<file path="config.mk">
export PLATFORM = sky130hd
export DESIGN_NAME = fetch_ctrl
export DESIGN_NICKNAME = d
export VERILOG_FILES = /design/src/rtl/fetch_ctrl.sv
export SDC_FILE = /design/constraint.sdc
export NUM_CORES = 1
export LEC_CHECK = 0
export ABC_CLOCK_PERIOD_IN_PS = 2200
export CAP_MARGIN = 5
export CORE_MARGIN = 3
export CORE_UTILIZATION = 45
export DETAILED_ROUTE_END_ITERATION = 8
export DONT_BUFFER_PORTS = 1
export HOLD_SLACK_MARGIN = 0.06
export PLACE_DENSITY = 0.71
export SLEW_MARGIN = 20
export SYNTH_ARGS = -nofsm -noshare
export SYNTH_HDL_FRONTEND = slang
export SYNTH_SLANG_ARGS = --single-unit
</file>
<file path="constraint.sdc">
create_clock -name clk -period 2.2 [get_ports clk]
set_input_delay 0.44 -clock clk [delete_from_list [all_inputs] [get_ports clk]]
set_output_delay 0.44 -clock clk [all_outputs]
set_load 0.02 [all_outputs]
</file>
<file path="src/rtl/fetch_ctrl.sv">
// Fetch-stage controller: owns the PC, sequences instruction-memory reads
// over a ready handshake and resolves ID/EX redirects by priority.
module fetch_ctrl #(
  parameter logic [31:0] RESET_PC = 32'h0000_0000
) (
  input  logic        clk,
  input  logic        rst,
  input  logic        stall_f,
  input  logic        branch_e,
  input  logic        jalr_e,
  input  logic        jal_d,
  input  logic [31:0] branch_target,
  input  logic [31:0] jalr_target,
  input  logic [31:0] jal_target,
  output logic        imem_req,
  output logic [31:0] imem_addr,
  input  logic        imem_ready,
  output logic [31:0] pc_f,
  output logic        valid_f,
  output logic        flush_d,
  output logic        flush_e,
  output logic        misalign
);

  typedef enum logic [1:0] {
    S_BOOT,
    S_FETCH,
    S_DRAIN
  } state_t;

  state_t      r_state;
  logic [31:0] r_pc;
  logic [31:0] r_tgt_q;
  logic        r_req;
  logic        r_misalign;

  logic        w_redir;
  logic [31:0] w_tgt_raw;
  logic [31:0] w_tgt;

  // Redirect priority: EX requests are older than the ID jal.
  always_comb begin
    w_redir   = branch_e | jalr_e | jal_d;
    w_tgt_raw = '0;
    if (branch_e)    w_tgt_raw = branch_target;
    else if (jalr_e) w_tgt_raw = jalr_target;
    else if (jal_d)  w_tgt_raw = jal_target;
    w_tgt = {w_tgt_raw[31:2], 2'b00};
  end

  // Fetch sequencing: PC, pending redirect target and request strobe.
  always_ff @(posedge clk or posedge rst) begin
    if (rst) begin
      r_state <= S_BOOT;
      r_pc    <= RESET_PC;
      r_tgt_q <= '0;
      r_req   <= 1'b0;
    end else begin
      case (r_state)
        S_BOOT: begin
          if (w_redir) r_pc <= w_tgt;
          r_req   <= 1'b1;
          r_state <= S_FETCH;
        end
        S_FETCH: begin
          if (w_redir) begin
            if (imem_ready) begin
              r_pc <= w_tgt;
            end else begin
              // Address must stay stable until the outstanding read completes.
              r_tgt_q <= w_tgt;
              r_state <= S_DRAIN;
            end
          end else if (imem_ready && !stall_f) begin
            r_pc <= r_pc + 32'd4;
          end
        end
        S_DRAIN: begin
          if (imem_ready) begin
            r_pc    <= w_redir ? w_tgt : r_tgt_q;
            r_state <= S_FETCH;
          end else if (w_redir) begin
            r_tgt_q <= w_tgt;
          end
        end
        default: begin
          r_state <= S_BOOT;
          r_req   <= 1'b0;
        end
      endcase
    end
  end

  // Sticky flag for any selected redirect target that is not word aligned.
  always_ff @(posedge clk or posedge rst) begin
    if (rst) r_misalign <= 1'b0;
    else if (w_redir && (w_tgt_raw[1:0] != 2'b00)) r_misalign <= 1'b1;
  end

  // Output decode; flushes and valid depend on this cycle's inputs.
  always_comb begin
    imem_req  = r_req;
    imem_addr = r_pc;
    pc_f      = r_pc;
    valid_f   = (r_state == S_FETCH) & imem_ready & ~w_redir;
    flush_e   = branch_e | jalr_e;
    flush_d   = branch_e | jalr_e | jal_d;
    misalign  = r_misalign;
  end

endmodule

</file>
==> summary.txt, run 1 <==
Run status
  • Status: complete, no violations

Finish
  • Fraction of final layout cells sized beyond drive strength 1: a little under a fifth
  • Cell area after layout: a little under 6000 µm²
  • Area delta synth->final: 14.13%
  • # diodes: 0
  • Fillers: between 1000 and 1500
  • Final nets: roughly 760

Yosys
  • Avg Inst Size Synth: 7.873 µm²
  • Synth area leaders: dfrtp_1, nand2_1, o21ai_0, buf_4, a21oi_1
  • Main synth FF type: dfrtp_1
  • Distinct cells, synth: 70
  • Compound-Gate Fraction of Synth Area: 28.83%
  • Simple-Gate Fraction of Synth Area: about a quarter
  • Syn_nets: 766
  • Synth Area in XOR/XNOR: 0.8466%
  • Adder-Cell Fraction of Synth Area: ~1.5%
  • Number of enable flip-flop cells after synthesis: 0
  • Largest family of logic cells by synthesized area: compound AO/OA/AOI/OAI gates
  • Synth top area share: 32.90%
  • Async set or reset register ratio after synthesis: 100.0%
  • Gate Count Post-Synth: between 600 and 700
  • Area leader, netlist: dfrtp_1
  • Post-Syn Area: between 5000 and 6000 µm²
  • Seq cells post-synth: 68
  • Yosys warning count: 0
  • Seq/Total Area, Yosys: approximately a third
  • Post-synthesis mux area share: approximately 1.0%

STA
  • Worst slew pin tran: between 0.6 and 0.7 ns
  • Final setup vio count: 0
  • Min Clock Period, post-route: between 2 and 2.5 ns
  • Post-route setup slack: 0.03275 ns
  • Hold slack: approximately 0.055 ns
  • Final Hold Viols: 0
  • Worst Skew: roughly 0.007 ns
  • Max-slew violation count: 0
  • Fin crit share: a little over nine tenths
  • Slew margin rel.: between 50% and 60%
  • F_max: roughly 460 MHz

Worst setup path
  • Arrival time at the worst endpoint: approximately 2.4 ns
  • CP max stage delay: ~0.5 ns
  • R2r startpoint: r_state[0]
  • R2r endpoint: imem_addr[28]
  • Flop-to-flop setup slack: 0.03 ns
  • Critical path required time: roughly 2.4 ns
  • Worst path bufs/invs: 3
  • Crit end category: register
  • Reg2Reg Depth: 8
  • Kind of critical path: register to register
  • Crit path cell chain: inv_1, ha_2, buf_4, nor4b_4, buf_12, a221oi_1, o31a_1, o2bb2ai_1
  • Type of origin of the critical path: register
  • CP Max Fanout: 22
  • Crit-path slowest cell: a221oi_1
  • CP delay by family, top: compound AO/OA/AOI/OAI gates

Job
  • Max cap viols: 0

Detailed routing
  • DR WL/cell: between 20 and 25 µm
  • DRC: 0
  • DR vias/cell: 6.474
  • Total iterations of the first detailed-routing run: 5
  • Routed WL: around 18 mm
  • Detail Route Antenna Nets: 0
  • Starting DRT DRC Count: 501
  • Via count: 5166

CTS
  • H-tree levels: 3
  • Cts hold-fix bufs: 0
  • CTS tree: done
  • Root buffer cell: clkbuf_16
  • CTS sink count: 68
  • CTS Buffer Depth: 2
  • Num CTS Buffers: 9
  • Reg clk slew, reported paths: 0.06 ns
  • Clk Latency, worst-skew pair: around 0.34 ns

Power and ir drop
  • Lkg Pwr: ~0.0025 µW
  • Cell internal pwr: about 4800 µW
  • Comb pwr share: about 57%
  • Switching share of power: between 40% and 50%
  • Clock Power Share: approximately 17%
  • Maximum vdd drop: approximately 0.00063 V
  • Overall power: about 9300 µW
  • Sequential Power Share: 25.7%
  • Sw Pwr: roughly 4500 µW
  • Power Dens Cells: roughly 1600 nW/µm²

Floorplan
  • Die Span X: 113.2 µm
  • Die area: 12820 µm²
  • Core area: 11030 µm²
  • I/O pin total: about 170
  • Num rows: 38
  • Initial Util: between 40% and 50%
  • Die Y: 113.2 µm

Placed design
  • Port-buffer cells: 0
  • Placed inst area: between 5000 and 6000 µm²
  • Post-DP HPWL: roughly 13 mm
  • GPL Wtd Cong: between 0.9 and 1
  • Dpl ws: -0.09570 ns

GRT
  • Antenna violations before repair: 0
  • GRT overflow: 0
  • Gr usage total: approximately 28%
  • First-pass GRT wire length: 27.63 mm
  • Largest net degree at the start of global routing: between 60 and 70
  • Vias in the first global route: about 4900

Worst hold path
  • Hold crit path type: input port to asynchronous set/reset pin
-- per-stage QoR --
step,cells,setup TNS (ns),util (%)
after floorplan,657,0,-
after global placement,777,-0.3816,49.27
after detailed placement,777,-0.5938,49.27
after CTS,795,0,52.62
after global routing,798,-0.008532,53.52
final,798,0,53.52
-- power groups by stage --
stage          registers, µW  logic, µW  clock network [µW]
2_1_floorplan           2700       3370                   0
3_3_place_gp            2360       4980                   0
3_5_place_dp            2380       5030                   0
4_1_cts                 2370       5110                1610
5_1_grt                 2460       5810                1660
6_report                2390       5340                1590
-- cells in the final DEF, fill, tap and decap left out, drive strengths merged, types with 11 or more instances in the layout --
cell type | netlist | routed
a2bb2oi | 13 | 13
nor2 | 19 | 19
a22oi | 11 | 11
nand4 | 14 | 14
nand3b | 16 | 16
inv | 11 | 11
buf | 54 | 68
nand3 | 15 | 15
a31oi | 13 | 13
o21ai | 70 | 70
a221oi | 16 | 16
dfrtp | 68 | 68
nand2 | 137 | 137
a21oi | 40 | 40
-- synth_stat cells, drive strengths merged (2+ instances only) --
cell	n
buf	54
and2	8
clkbuf	29
nand2	137
o2bb2ai	5
o21a	6
inv	11
o41ai	2
mux2i	2
nand3b	16
nor4b	3
nand4	14
nand2b	5
o21bai	2
o21ai	70
nor2b	3
o31a	8
o31ai	4
a22o	4
a22oi	11
and3b	2
dfrtp	68
o22ai	6
o211a	2
ha	6
or4	2
o211ai	6
nor2	19
a21oi	40
o221ai	2
a31oi	13
xnor2	4
mux2	3
a221oi	16
nor4	6
or3	4
o2111ai	3
nand3	15
and3	3
a21o	6
nor3	10
a2bb2oi	13
and4	5
-- how the worst max path moves through the flow --
stage / start / to / cells past startpoint
finish: r_state[0] / imem_addr[28] / 8
global route: r_state[0] / imem_addr[4] / 8
CTS: r_state[1] / valid_f / 5
detailed placement: r_state[0] / imem_addr[21] / 8
global placement: r_state[0] / imem_addr[21] / 8
floorplan: r_state[1] / valid_f / 7
-- logic make-up (layout without fill, tap and decap cells) --
logic type                 count (synthesis)  after routing
AOI/OAI and AO/OA                        225            225
adders and majority gates                  6              6
and+or+nand+nor                          253            253
muxes                                      5              5
buffers and inverters                     95             96
xor gates and xnor gates                   5              5
DFF                                       68             68
-- repair_timing --
item / in CTS / in global routing
gates cloned: 0 / 0
resized for setup: 5 / 17
setup buffers: 2 / 3
pin swaps: 0 / 1
setup endpoints to repair: 11 / 56
-- cell type report --
type	instances	area, µm²	area share [%]
Multi-Input combinational cell	494	3053	51.72
Sequential cell	68	1703	28.85
Timing Repair Buffer	68	600.6	10.17
Clock buffer	10	239.0	4.048
Tap cell	140	175.2	2.967
Clock inverter	6	87.58	1.484
Inverter	12	45.04	0.7630
-- routing by layer --
metal  share of wire [%]  vias up  track usage [%]
li1                    -     2373                -
met1                  45     2439            41.73
met2                  43      329            39.93
met3                  10       25            5.936
met4                 1.3        0            6.891
met5                   0        -                0
-- worst reg2reg max path: stages, from the launching register on --
cell,delay [ns]
dfrtp_1,0.46
inv_1,0.11
ha_2,0.24
buf_4,0.17
nor4b_4,0.14
buf_12,0.16
a221oi_1,0.50
o31a_1,0.22
o2bb2ai_1,0.06
-- registers in the layout (all words and copies together), names as in the netlist --
register / flops
imem_req: 1
misalign: 1
r_state: 2
r_tgt_q: 32
imem_addr: 32
Power figures use the tool's default switching activity.
==> inputs of run 2 (changes only) <==
- CTS_CLUSTER_SIZE: not set -> 10
- TNS_END_PERCENT: not set -> 30
==> summary.txt, run 2 (synthesis results as in run 1) <==
Detailed routing
  • Met3 Wirelength: just under 2 mm
  • DR WL/cell: ~22 µm
  • Detail Route Antenna Nets: 0
  • Total iterations of the first detailed-routing run: 5
  • DR vias/cell: 6.472
  • DRT met1 WL: about 8 mm
  • Via count: 5152
  • Routed WL: 17.48 mm
  • DRC: 0
  • Highest layer used for signal routing: met4
  • Met2 wire length: approximately 7.5 mm
  • Starting DRT DRC Count: roughly 580

Finish
  • Cell area after layout: a little under 6000 µm²
  • Area delta synth->final: 13.86%
  • Commonest cells after routing, fill and taps aside: nand2_1, dfrtp_1, o21ai_0
  • Fraction of final layout cells sized beyond drive strength 1: approximately 18%
  • Most common cell after layout, fill and taps aside: nand2_1
  • # diodes: 0
  • Final Util: a little over half
  • Final nets: 760

CTS
  • Root buffer cell: clkbuf_16
  • H-tree levels: 3
  • Clk Latency, worst-skew pair: roughly 0.35 ns
  • CTS Buffer Depth: 2
  • CTS tree: done
  • Reg clk slew, reported paths: 0.06 ns
  • CTS sink count: 68
  • Num CTS Buffers: 9
  • Cts hold-fix bufs: 0

Floorplan
  • Initial Util: 46.89%
  • Die Span X: roughly 110 µm
  • I/O pin total: 172
  • Die Y: approximately 110 µm
  • Die area: between 10000 and 15000 µm²
  • Num rows: 38
  • Core area: 11030 µm²

Worst setup path
  • Crit end category: output pin
  • Type of origin of the critical path: register
  • Arrival time at the worst endpoint: 1.70 ns
  • CP Max Fanout: 8
  • Critical path required time: 1.76 ns
  • Kind of critical path: register to output pin

GRT
  • Largest net degree at the start of global routing: 69
  • First-pass GRT wire length: approximately 28 mm
  • Vias in the first global route: 4851
  • Antenna violations before repair: 0
  • Gr usage total: between 20% and 30%
  • GRT overflow: 0

Job
  • Max cap viols: 0

STA
  • Worst Skew: ~0.0093 ns
  • Fin crit share: a little over nine tenths
  • Post-route setup slack: approximately 0.057 ns
  • Slew margin rel.: 55.78%
  • Max-slew violation count: 0
  • Final Hold Viols: 0
  • Hold slack: 0.04514 ns
  • Final setup vio count: 0
  • Min Clock Period, post-route: 2.143 ns
  • Worst slew pin tran: roughly 0.66 ns
  • F_max: between 400 and 500 MHz

Power and ir drop
  • Power Dens Cells: 1577 nW/µm²
  • Maximum vdd drop: 0.0006339 V
  • Switching share of power: between 40% and 50%
  • Cell internal pwr: about 4800 µW
  • Comb pwr share: a little under three fifths
  • Clock Power Share: approximately 17%
  • Sw Pwr: roughly 4500 µW
  • Sequential Power Share: between 20 and 30%
  • Lkg Pwr: between 0.002 and 0.0025 µW

Worst hold path
  • Hold crit path type: input port to asynchronous set/reset pin

Placed design
  • GPL Wtd Cong: 0.9485
  • Port-buffer cells: 0
  • Dpl ws: -0.09570 ns
  • Placed inst area: between 5000 and 6000 µm²
  • Post-DP HPWL: about 13 mm

Run status
  • Status: complete, no violations
## run 2: timing repair
action / 4_1_cts / 5_1_grt
buffers inserted: 2 / 1
setup endpoints to repair: 11 / 56
resized for setup: 5 / 18
pin swaps: 0 / 1
## run 2: worst paths after layout
check                      cells after the start              from  slack, ns            end
max                                            5        r_state[1]       0.06        valid_f
max reg2reg                                    8        r_state[0]       0.06  imem_addr[28]
max in group asynchronous                      2               rst       1.82     r_state[1]
min                                            2               rst       0.05  imem_addr[22]
min in group clk                               2  branch_target[1]       0.31       misalign
min reg2reg                                    2        r_tgt_q[5]       0.47     r_tgt_q[5]
## run 2: layer usage
| metal | vias up | track usage, % |
|---|---|---|
| li1 | 2363 | - |
| met1 | 2424 | 41.73 |
| met2 | 341 | 39.93 |
| met3 | 24 | 5.936 |
| met4 | 0 | 6.891 |
| met5 | - | 0 |
## run 2: power by group through the flow
stage	clock, µW	combinational [µW]	sequential, µW
6_report	1600	5300	2390
4_1_cts	1610	5110	2370
2_1_floorplan	0	3370	2700
5_1_grt	1660	5780	2460
3_5_place_dp	0	5030	2380
3_3_place_gp	0	4980	2360
## run 2: layout make-up
class                      count  area [µm²]
clock buffer                  10       239.0
clock inverter                 6       87.58
fill                        1019        5141
inverter                      12       45.04
multi-input combinational    494        3054
sequential                    68        1703
tap                          140       175.2
timing repair buffer          66       585.6
## run 2: worst max-delay path, cell delays in order, from the launching register on
cell and delay, ns:
dfrtp_2 0.45, inv_2 0.10, ha_4 0.20, nor4b_4 0.27, buf_6 0.16, and2_4 0.17
## run 2: per-stage QoR
step / power (µW) / TNS, ns / instances
5_1_grt: 9901 / -0.01395 / 796
3_3_place_gp: 7333 / -0.3816 / 777
6_report: 9287 / 0 / 796
2_1_floorplan: 6071 / 0 / 657
4_1_cts: 9080 / 0 / 795
3_5_place_dp: 7412 / -0.5938 / 777
